**src/rtl/hack_pkg.sv**
```systemverilog
// rtl/hack_pkg.sv - shared widths, word type and lane-state enum for the Hack word path
package hack_pkg;

  localparam int WORD_W = 16;
  localparam int LANES  = 8;
  localparam int SEL_W  = 3;

  typedef logic [WORD_W-1:0] word_t;

  typedef enum logic [1:0] {
    EMPTY = 2'd0,
    ONE   = 2'd1,
    FULL  = 2'd2
  } lane_st_t;

  // One-hot lane mask for a select value
  function automatic logic [LANES-1:0] lane_onehot(input logic [SEL_W-1:0] sel);
    logic [LANES-1:0] m;
    m      = '0;
    m[sel] = 1'b1;
    return m;
  endfunction

endpackage

```
**src/rtl/dmux_lane_fifo.sv**
```systemverilog
// rtl/dmux_lane_fifo.sv - two-entry per-lane word buffer
module dmux_lane_fifo
  import hack_pkg::*;
(
  input  logic  clk,
  input  logic  reset,
  input  logic  push,
  input  word_t push_data,
  output logic  space,
  input  logic  pop,
  output word_t head,
  output logic  head_valid
);

  lane_st_t state;
  word_t    tail;
  logic     do_push;
  logic     do_pop;

  // Space and validity come from registered state only, so the producer's
  // ready never sees the consumer's ready combinationally.
  assign space      = (state != FULL);
  assign head_valid = (state != EMPTY);
  assign do_push    = push && (state != FULL);
  assign do_pop     = pop && (state != EMPTY);

  // Occupancy and storage: head is the oldest word, tail is the second word when FULL
  always_ff @(posedge clk) begin
    if (reset) begin
      state <= EMPTY;
      head  <= '0;
      tail  <= '0;
    end else begin
      case (state)
        EMPTY: begin
          if (do_push) begin
            head  <= push_data;
            state <= ONE;
          end
        end
        ONE: begin
          if (do_push && do_pop) begin
            head <= push_data;
          end else if (do_push) begin
            tail  <= push_data;
            state <= FULL;
          end else if (do_pop) begin
            state <= EMPTY;
          end
        end
        FULL: begin
          if (do_pop) begin
            head  <= tail;
            state <= ONE;
          end
        end
        default: state <= EMPTY;
      endcase
    end
  end

endmodule

```
**src/rtl/dmux8way16_buf.sv**
```systemverilog
// rtl/dmux8way16_buf.sv - buffered 1-to-8 demultiplexer for 16-bit words with broadcast
module dmux8way16_buf
  import hack_pkg::*;
(
  input  logic                          clk,
  input  logic                          reset,
  input  logic [WORD_W-1:0]             in_data,
  input  logic [SEL_W-1:0]              in_sel,
  input  logic                          in_bcast,
  input  logic                          in_valid,
  output logic                          in_ready,
  output logic [LANES-1:0][WORD_W-1:0]  out_data,
  output logic [LANES-1:0]              out_valid,
  input  logic [LANES-1:0]              out_ready
);

  logic [LANES-1:0] space;
  logic [LANES-1:0] push_en;
  logic [LANES-1:0] push;
  logic [LANES-1:0] pop;
  logic             accept;

  // Destination lanes: the selected lane, or every lane for a broadcast
  always_comb begin
    push_en = lane_onehot(in_sel);
    if (in_bcast) begin
      push_en = '1;
    end
  end

  // Ready from registered lane space; a popping FULL lane still reports no space
  always_comb begin
    in_ready = 1'b0;
    if (!reset) begin
      in_ready = in_bcast ? (&space) : space[in_sel];
    end
  end

  assign accept = in_valid & in_ready;
  assign push   = push_en & {LANES{accept}};
  assign pop    = out_valid & out_ready;

  for (genvar i = 0; i < LANES; i++) begin : g_lane
    dmux_lane_fifo u_lane (
      .clk        (clk),
      .reset      (reset),
      .push       (push[i]),
      .push_data  (in_data),
      .space      (space[i]),
      .pop        (pop[i]),
      .head       (out_data[i]),
      .head_valid (out_valid[i])
    );
  end

endmodule

```
**config.mk**
```make
export PLATFORM = sky130hd
export DESIGN_NAME = dmux8way16_buf
export DESIGN_NICKNAME = d
export VERILOG_FILES = /design/src/rtl/hack_pkg.sv /design/src/rtl/dmux_lane_fifo.sv /design/src/rtl/dmux8way16_buf.sv
export SDC_FILE = /design/constraint.sdc
export NUM_CORES = 1
export LEC_CHECK = 0
export ABC_CLOCK_PERIOD_IN_PS = 5240
export CORE_MARGIN = 4
export CORE_UTILIZATION = 40
export DETAILED_ROUTE_END_ITERATION = 12
export GPL_TIMING_DRIVEN = 0
export PLACE_DENSITY_LB_ADDON = 0.2
export SKIP_LAST_GASP = 1
export SYNTH_ARGS = -nofsm -noshare
export SYNTH_HDL_FRONTEND = slang
export SYNTH_HIERARCHICAL = 1
export SYNTH_SLANG_ARGS = --single-unit
export TNS_END_PERCENT = 50
```
**constraint.sdc**
```tcl
create_clock -name clk -period 5.24 [get_ports clk]
set_clock_uncertainty 0.15 [all_clocks]
set_input_delay 0.524 -clock clk [delete_from_list [all_inputs] [get_ports clk]]
set_output_delay 0.524 -clock clk [all_outputs]
set_load 0.005 [all_outputs]
```
Word level (Yosys, flattened, before mapping)

Index checks and enable logic that the tools add are counted.

Bits in registers: 272
Bits in latches: 0
RAM bits: 0
Memory bits (read-only): 0
Input port bits: 31
Output and inout bits: 137
Word-level logic and storage cells: 262
Memories: 0

$add $sub $neg: 0
$mul: 0
Divide/modulo/power cells: 0
Order comparisons: 2
Eq/ne operators: 64
Shift operators: 0
Muxes and demuxes: 87
Bitwise gates (word level): 11
Reduce and logical (&&, ||, !) cells: 74

Operators with widths:

| cell                                                 | number |
|---|---|
| 2-to-1 mux 16 bit                                    | 24 |
| one-hot mux 16 bit (3 select lines)                  | 8 |
| 2-to-1 mux 2 bit                                     | 40 |
| AND reduction 4 bit                                  | 16 |
| != test 2 x 1 -> 1 bit (second input constant)       | 24 |
| one-hot mux 2 bit (3 select lines)                   | 8 |
| != test 2 bit (second input constant)                | 16 |
| logical AND 1 bit                                    | 25 |
| != test 3 x 1 -> 1 bit (second input constant)       | 8 |
| AND reduction 3 bit                                  | 8 |
| nonzero test 3 bit                                   | 8 |
| AND 8 bit                                            | 2 |
| == test 2 x 1 -> 1 bit (second input constant)       | 8 |
| == test 2 bit (second input constant)                | 8 |
| logical NOT 2 bit                                    | 8 |
| nonzero test 2 bit                                   | 8 |
| 2-to-1 mux 8 bit                                     | 1 |
| NOT 1 bit                                            | 8 |
| AND reduction 8 bit                                  | 1 |
| < comparator 3 x 4 -> 1 bit (second input constant)  | 1 |
| 2-to-1 mux 1 bit                                     | 4 |
| binary-select mux 1 bit (select 3 bit)               | 1 |
| demux 1 bit (select 3 bit)                           | 1 |
| >= comparator 3 x 1 -> 1 bit (second input constant) | 1 |
| AND 1 bit                                            | 1 |

Depth between registers and ports, before layout

Depth after elaboration: 11
Gate-level depth with buffers: 13
Depth with buffers taken out: 9

By module

The synthesis kept the hierarchy.

By module, submodules not included:

| module         | times used | cells an instance | area each (sq um) | sequential area each (sq um) |
|---|---|---|---|---|
| dmux_lane_fifo | 8          | 163               | 1,555.2           | 680.7 |
| dmux8way16_buf | 1          | 47                | 294.0             | 0.0 |

Worst setup path before layout

Ideal clock, no wire load.

Kind: in2reg
From: input in_sel[2]
To: register g_lane[0].u_lane.tail[0]
Library setup time: 70 ps
Arrival: 2,665 ps
Required time: 5,020 ps
Slack: 2,354 ps
Cell stages on the path: 11
Path buffers: 3
Cell sequence: buf_2 or4b_1 o21ai_2 and4b_1 o21ba_4 nor2_1 nor4bb_1 clkbuf_2 buf_2 nand2_1 a21oi_1

Cells in the longest elaborated chain, start to end: 10
Elaborated cells on any way between the ends: 16
Those cells by class: order compare: 2; mux: 7; bitwise: 3; reduce/logical: 4

RTL lines:

| item                                                                               | line                                       | source |
|---|---|---|
| start: declaration                                                                 | dmux8way16_buf.sv:8                        | `input logic [SEL_W-1:0] in_sel,` |
| < comparator 3 x 4 -> 1 bit (implied by the code) (tied with other cells)          | hack_pkg.sv:20                             | `m[sel] = 1'b1;` |
| logical AND 1 bit (implied by the code) / 2-to-1 mux 1 bit (equally long branches) | hack_pkg.sv:20, dmux8way16_buf.sv:35       |  |
| 2-to-1 mux 1 bit, on equally long branches                                         | hack_pkg.sv:20, dmux8way16_buf.sv:35       |  |
| demux 1 bit (select 3 bit) / 2-to-1 mux 1 bit (equally long branches)              | hack_pkg.sv:20, dmux8way16_buf.sv:34       |  |
| 2-to-1 mux 8 bit / AND 1 bit (equally long branches)                               | dmux8way16_buf.sv:26, dmux8way16_buf.sv:39 |  |
| AND 8 bit *                                                                        | dmux8way16_buf.sv:40                       | `assign push = push_en & {LANES{accept}};` |
| net push[0]                                                                        | dmux8way16_buf.sv:19                       | `logic [LANES-1:0] push;` |
| logical AND 1 bit *                                                                | dmux_lane_fifo.sv:24                       | `assign do_push = push && (state != FULL);` |
| logical AND 1 bit                                                                  | dmux_lane_fifo.sv:42                       | `if (do_push && do_pop) begin` |
| NOT 1 bit (no source line)                                                         | n/a                                        |  |
| AND reduction 3 bit (no source line) *                                             | n/a                                        |  |
| end signal: assignment                                                             | dmux_lane_fifo.sv:45                       | `tail <= push_data;` |
| end: declaration                                                                   | dmux_lane_fifo.sv:16                       | `word_t tail;` |

Mark *: on every way through the listed nets, which the timed path passes. The rest lies on a longest branch. The select of a mux whose other input is x is not followed.
A chain may end at the register's enable or synchronous reset.

Final worst setup path

From: register g_lane[7].u_lane.state[0]
To: register g_lane[5].u_lane.tail[6]

Cells in the longest elaborated chain, start to end: 11
Elaborated cells on any way between the ends: 12
Those cells by class: eq/ne: 1; mux: 4; bitwise: 3; reduce/logical: 4

RTL lines:

| item                                   | line                 | source |
|---|---|---|
| start: declaration                     | dmux_lane_fifo.sv:15 | `lane_st_t state;` |
| start signal: assignment               | dmux_lane_fifo.sv:30 | `state <= EMPTY;` |
| start signal: assignment               | dmux_lane_fifo.sv:38 | `state <= ONE;` |
| start signal: assignment               | dmux_lane_fifo.sv:46 | `state <= FULL;` |
| != test 2 bit *                        | dmux_lane_fifo.sv:22 | `assign space = (state != FULL);` |
| net space[7]                           | dmux8way16_buf.sv:17 | `logic [LANES-1:0] space;` |
| binary-select mux 1 bit (select 3 bit) | dmux8way16_buf.sv:35 | `in_ready = in_bcast ? (&space) : space[in_sel];` |
| 2-to-1 mux 1 bit (implied by the code) | dmux8way16_buf.sv:35 |  |
| 2-to-1 mux 1 bit *                     | dmux8way16_buf.sv:35 |  |
| 2-to-1 mux 1 bit *                     | dmux8way16_buf.sv:34 | `if (!reset) begin` |
| AND 1 bit *                            | dmux8way16_buf.sv:39 | `assign accept = in_valid & in_ready;` |
| AND 8 bit *                            | dmux8way16_buf.sv:40 |  |
| net push[5]                            | dmux8way16_buf.sv:19 |  |
| logical AND 1 bit *                    | dmux_lane_fifo.sv:24 |  |
| logical AND 1 bit                      | dmux_lane_fifo.sv:42 |  |
| NOT 1 bit (no source line)             | n/a                  |  |
| AND reduction 3 bit (no source line) * | n/a                  |  |
| end signal: assignment                 | dmux_lane_fifo.sv:45 |  |
| end: declaration                       | dmux_lane_fifo.sv:16 |  |

Marked as above.

==> results.md <==
* Pins Over Slew Limit at 0
* Max-Slew Margin vs Limit at 0.250
* Area occupied by multi-input gates at 0.00643 mm^2
* CP max FO at 11
* CTS Sinks at 272
* Number of flops mapped to enable cells by yosys at 0
* Worst Hold Class: reg2reg
* CP startpoint kind: flip-flop
* Initial DRC count at 723
* Worst setup EP type: flip-flop
* Synth top area cells: dfxtp_1, a211oi_1, mux2i_1
* ANT cells at 0
* Placement Rows at 65
* DRT Wirelength at 37000 um
* Post-synthesis sequential area ratio at 0.428
* Crit path from: g_lane[7].u_lane/state[0]
* Crit path cell chain: nand2b_1, buf_6, buf_6, nand4_1, o21ai_2, and4b_1, o21ba_4, nor2_1, nor4bb_1, clkbuf_2, buf_2, nand2_1, a21oi_1
* Setup-failing EPs final at 0
* FF-to-FF End: g_lane[5].u_lane/tail[6]
* Drt pass-1 iters at 5
* Commonest cells after routing, fill and taps aside: nand2_1, dfxtp_1, a211oi_1
* Slowest-stage cell, CP: dfxtp_1
* H-tree levels at 1
* Worst Max-Slew Pin Slew at 1.12 ns
* Worst-path clk slew at 0.06 ns
* Critical path's top delay family: simple AND/OR/NAND/NOR gates
* Post-cts repair resize count at 0
* Most common cell after layout, fill and taps aside: nand2_1
* Core ar. at 0.0315 mm^2
* Syn nets at 1382
* Fillers at 2933
* Critical Path RT at 5.56 ns
* Latest clock arrival within the worst-skew pair at 0.55 ns
* Synth Cell Area at 0.0127 mm^2
* Synth Flop Type: dfxtp_1
* Met3 usage at 0.0382
* FF-to-FF setup slack at 1.57 ns
* Leakage at 0.00617 uW
* Fin Setup TNS at 0 ns
* Max incr delay on CP at 0.45 ns
* Largest family of logic cells by synthesized area: compound AO/OA/AOI/OAI gates
* Starting density of the core at 0.405
* GR peak layer: met2
* VDD IR max at 0.249 mV
* Final hold vios at 0
* Largest net degree at the start of global routing at 17
* Routing usage on met2 at 0.326
* Power density over the cells at 316 mW/mm^2
* Die width at 186 um
* FF-to-FF Start: g_lane[7].u_lane/state[0]
* Vias per cell at 5.45
* Share of cells above drive strength 1 at 0.162
* Post-synth top area share at 0.428
* Grt met1 use at 0.289
* Status: completed
* Ports at 168
* Vias in the first global route at 10500
* Synth warn at 6
* XOR/XNOR Fraction of Synth Area at 0
* Crit path DAT at 3.99 ns
* DRC viols at 0
* CP endpoint: g_lane[5].u_lane/tail[6]
* Crit-path most repeated cell: buf_6
* Post-Synth Adder-Cell Area at 0
* Final min period at 3.67 ns
* Final GP Congestion at 0.802
* Final HPWL DP at 24400 um
* Post-synth ARST share at 0
* Die Ht at 186 um
* Mux contribution to synthesized area at 0.103
* Number of different library cells in the post-synthesis netlist at 33
* Num CTS Buffers at 31
* # Post-CTS Setup Buffers at 0
* Vias post-DR at 10700
* Initial antenna violation count at 2
* Final Cell Area at 0.0159 mm^2
* Post-synthesis simple-gate area fraction at 0.135
* Levels on crit path at 13
* Crit Path Class: reg2reg
* Tot GR Track Use at 0.204
* Period utilization at 0.701
* Syn-to-layout area delta at 24.8%
* Synth Register Bits at 272
* Yosys top cell by area: dfxtp_1
* Max clock buf depth at 3
* Fmax at 0.272 GHz
* Clock Tree Root: clkbuf_16
* IO Port Bufs at 164
* Cts hold-fix bufs at 0
* First-pass GRT wire length at 58900 um
* R2R cell count at 13
* Global route overflow at 0
* Max-cap viol count at 0
* Synth Area in Compound Gates at 0.266
* Syn Area/Cell at 9.43 um^2
* Wire per inst at 18.8 um
* Unrepaired setup endpoints after global routing: no
* TritonCTS clock tree: built
* Antenna Nets Post-Route at 0
* Register area at 0.00545 mm^2
* Nets at 1579
* Die Area at 0.0348 mm^2
* Synth Instances at 1351
* CP bufs+invs at 4
* Post-placement cell area at 0.0149 mm^2
[state kept, by name, indices dropped and copies added, names as in the netlist]
register,flops
g_lane.u_lane/state,16
g_lane.u_lane/tail,128
g_lane.u_lane/head,128
[per-stage QoR]
step / util / hold WS, ns / worst slack, ns / std cells / total power (uW)
final: 0.505 / 0.302 / 1.57 / 1971 / 5020
after global routing: 0.505 / 0.315 / 1.30 / 1971 / 5220
after CTS: 0.505 / 0.304 / 1.59 / 1971 / 5080
after detailed placement: 0.473 / 0.296 / 1.21 / 1917 / 2910
after global placement: 0.473 / 0.291 / 1.24 / 1917 / 2910
after floorplan: - / 0.286 / 2.35 / 1351 / 2600
[worst min path at each step]
stage / start / to / slack (ns) / depth (start not counted)
final: g_lane[2].u_lane/tail[8] / g_lane[2].u_lane/tail[8] / 0.30 / 2
after global routing: g_lane[3].u_lane/tail[6] / g_lane[3].u_lane/tail[6] / 0.32 / 2
after CTS: g_lane[2].u_lane/tail[2] / g_lane[2].u_lane/tail[2] / 0.30 / 2
after detailed placement: g_lane[2].u_lane/tail[2] / g_lane[2].u_lane/tail[2] / 0.30 / 2
after global placement: g_lane[1].u_lane/tail[10] / g_lane[1].u_lane/tail[10] / 0.29 / 2
after floorplan: g_lane[0].u_lane/tail[0] / g_lane[0].u_lane/tail[0] / 0.29 / 2
[area by class of cell]
cell class                 count  area share
sequential                   272       0.343
clock inverter                 8     0.00567
buffer                       140      0.0538
multi-input combinational    937       0.404
tap                          402      0.0316
timing repair buffer         164       0.103
inverter                       2    0.000472
clock buffer                  46      0.0580
[cells in the mapped netlist, drive strengths merged (9+ instances only)]
cell type	count
nand2	273
dfxtp	272
a211oi	264
a21oi	139
mux2i	131
buf	91
clkbuf	49
a21o	16
and2	16
nand2b	16
nor2	11
or3b	9
[cell families (layout without fill, tap and decap cells)]
logic type | after synthesis | after routing
AND/OR/NAND/NOR | 370 | 370
AO/OA/AOI/OAI | 436 | 436
buffers and inverters | 142 | 360
multiplexers | 131 | 131
flip-flops | 272 | 272
[tightest hold or removal path, cell delays in order (launching register included)]
cell	delay, ns
dfxtp_1	0.30
nand2_1	0.05
a21oi_1	0.05
[routing by layer]
layer,up-vias,share of wire
li1,5283,-
met1,5129,0.47
met2,270,0.45
met3,58,0.057
met4,4,0.020
met5,-,0.00059
[power by group]
part           switching, uW  total (uW)  internal (uW)  leakage [uW]
Sequential              55.7        2210           2150       0.00221
Clock                    856        2150           1300      0.000506
Combinational            345         664            318       0.00346
Power figures use the tool's default switching activity.
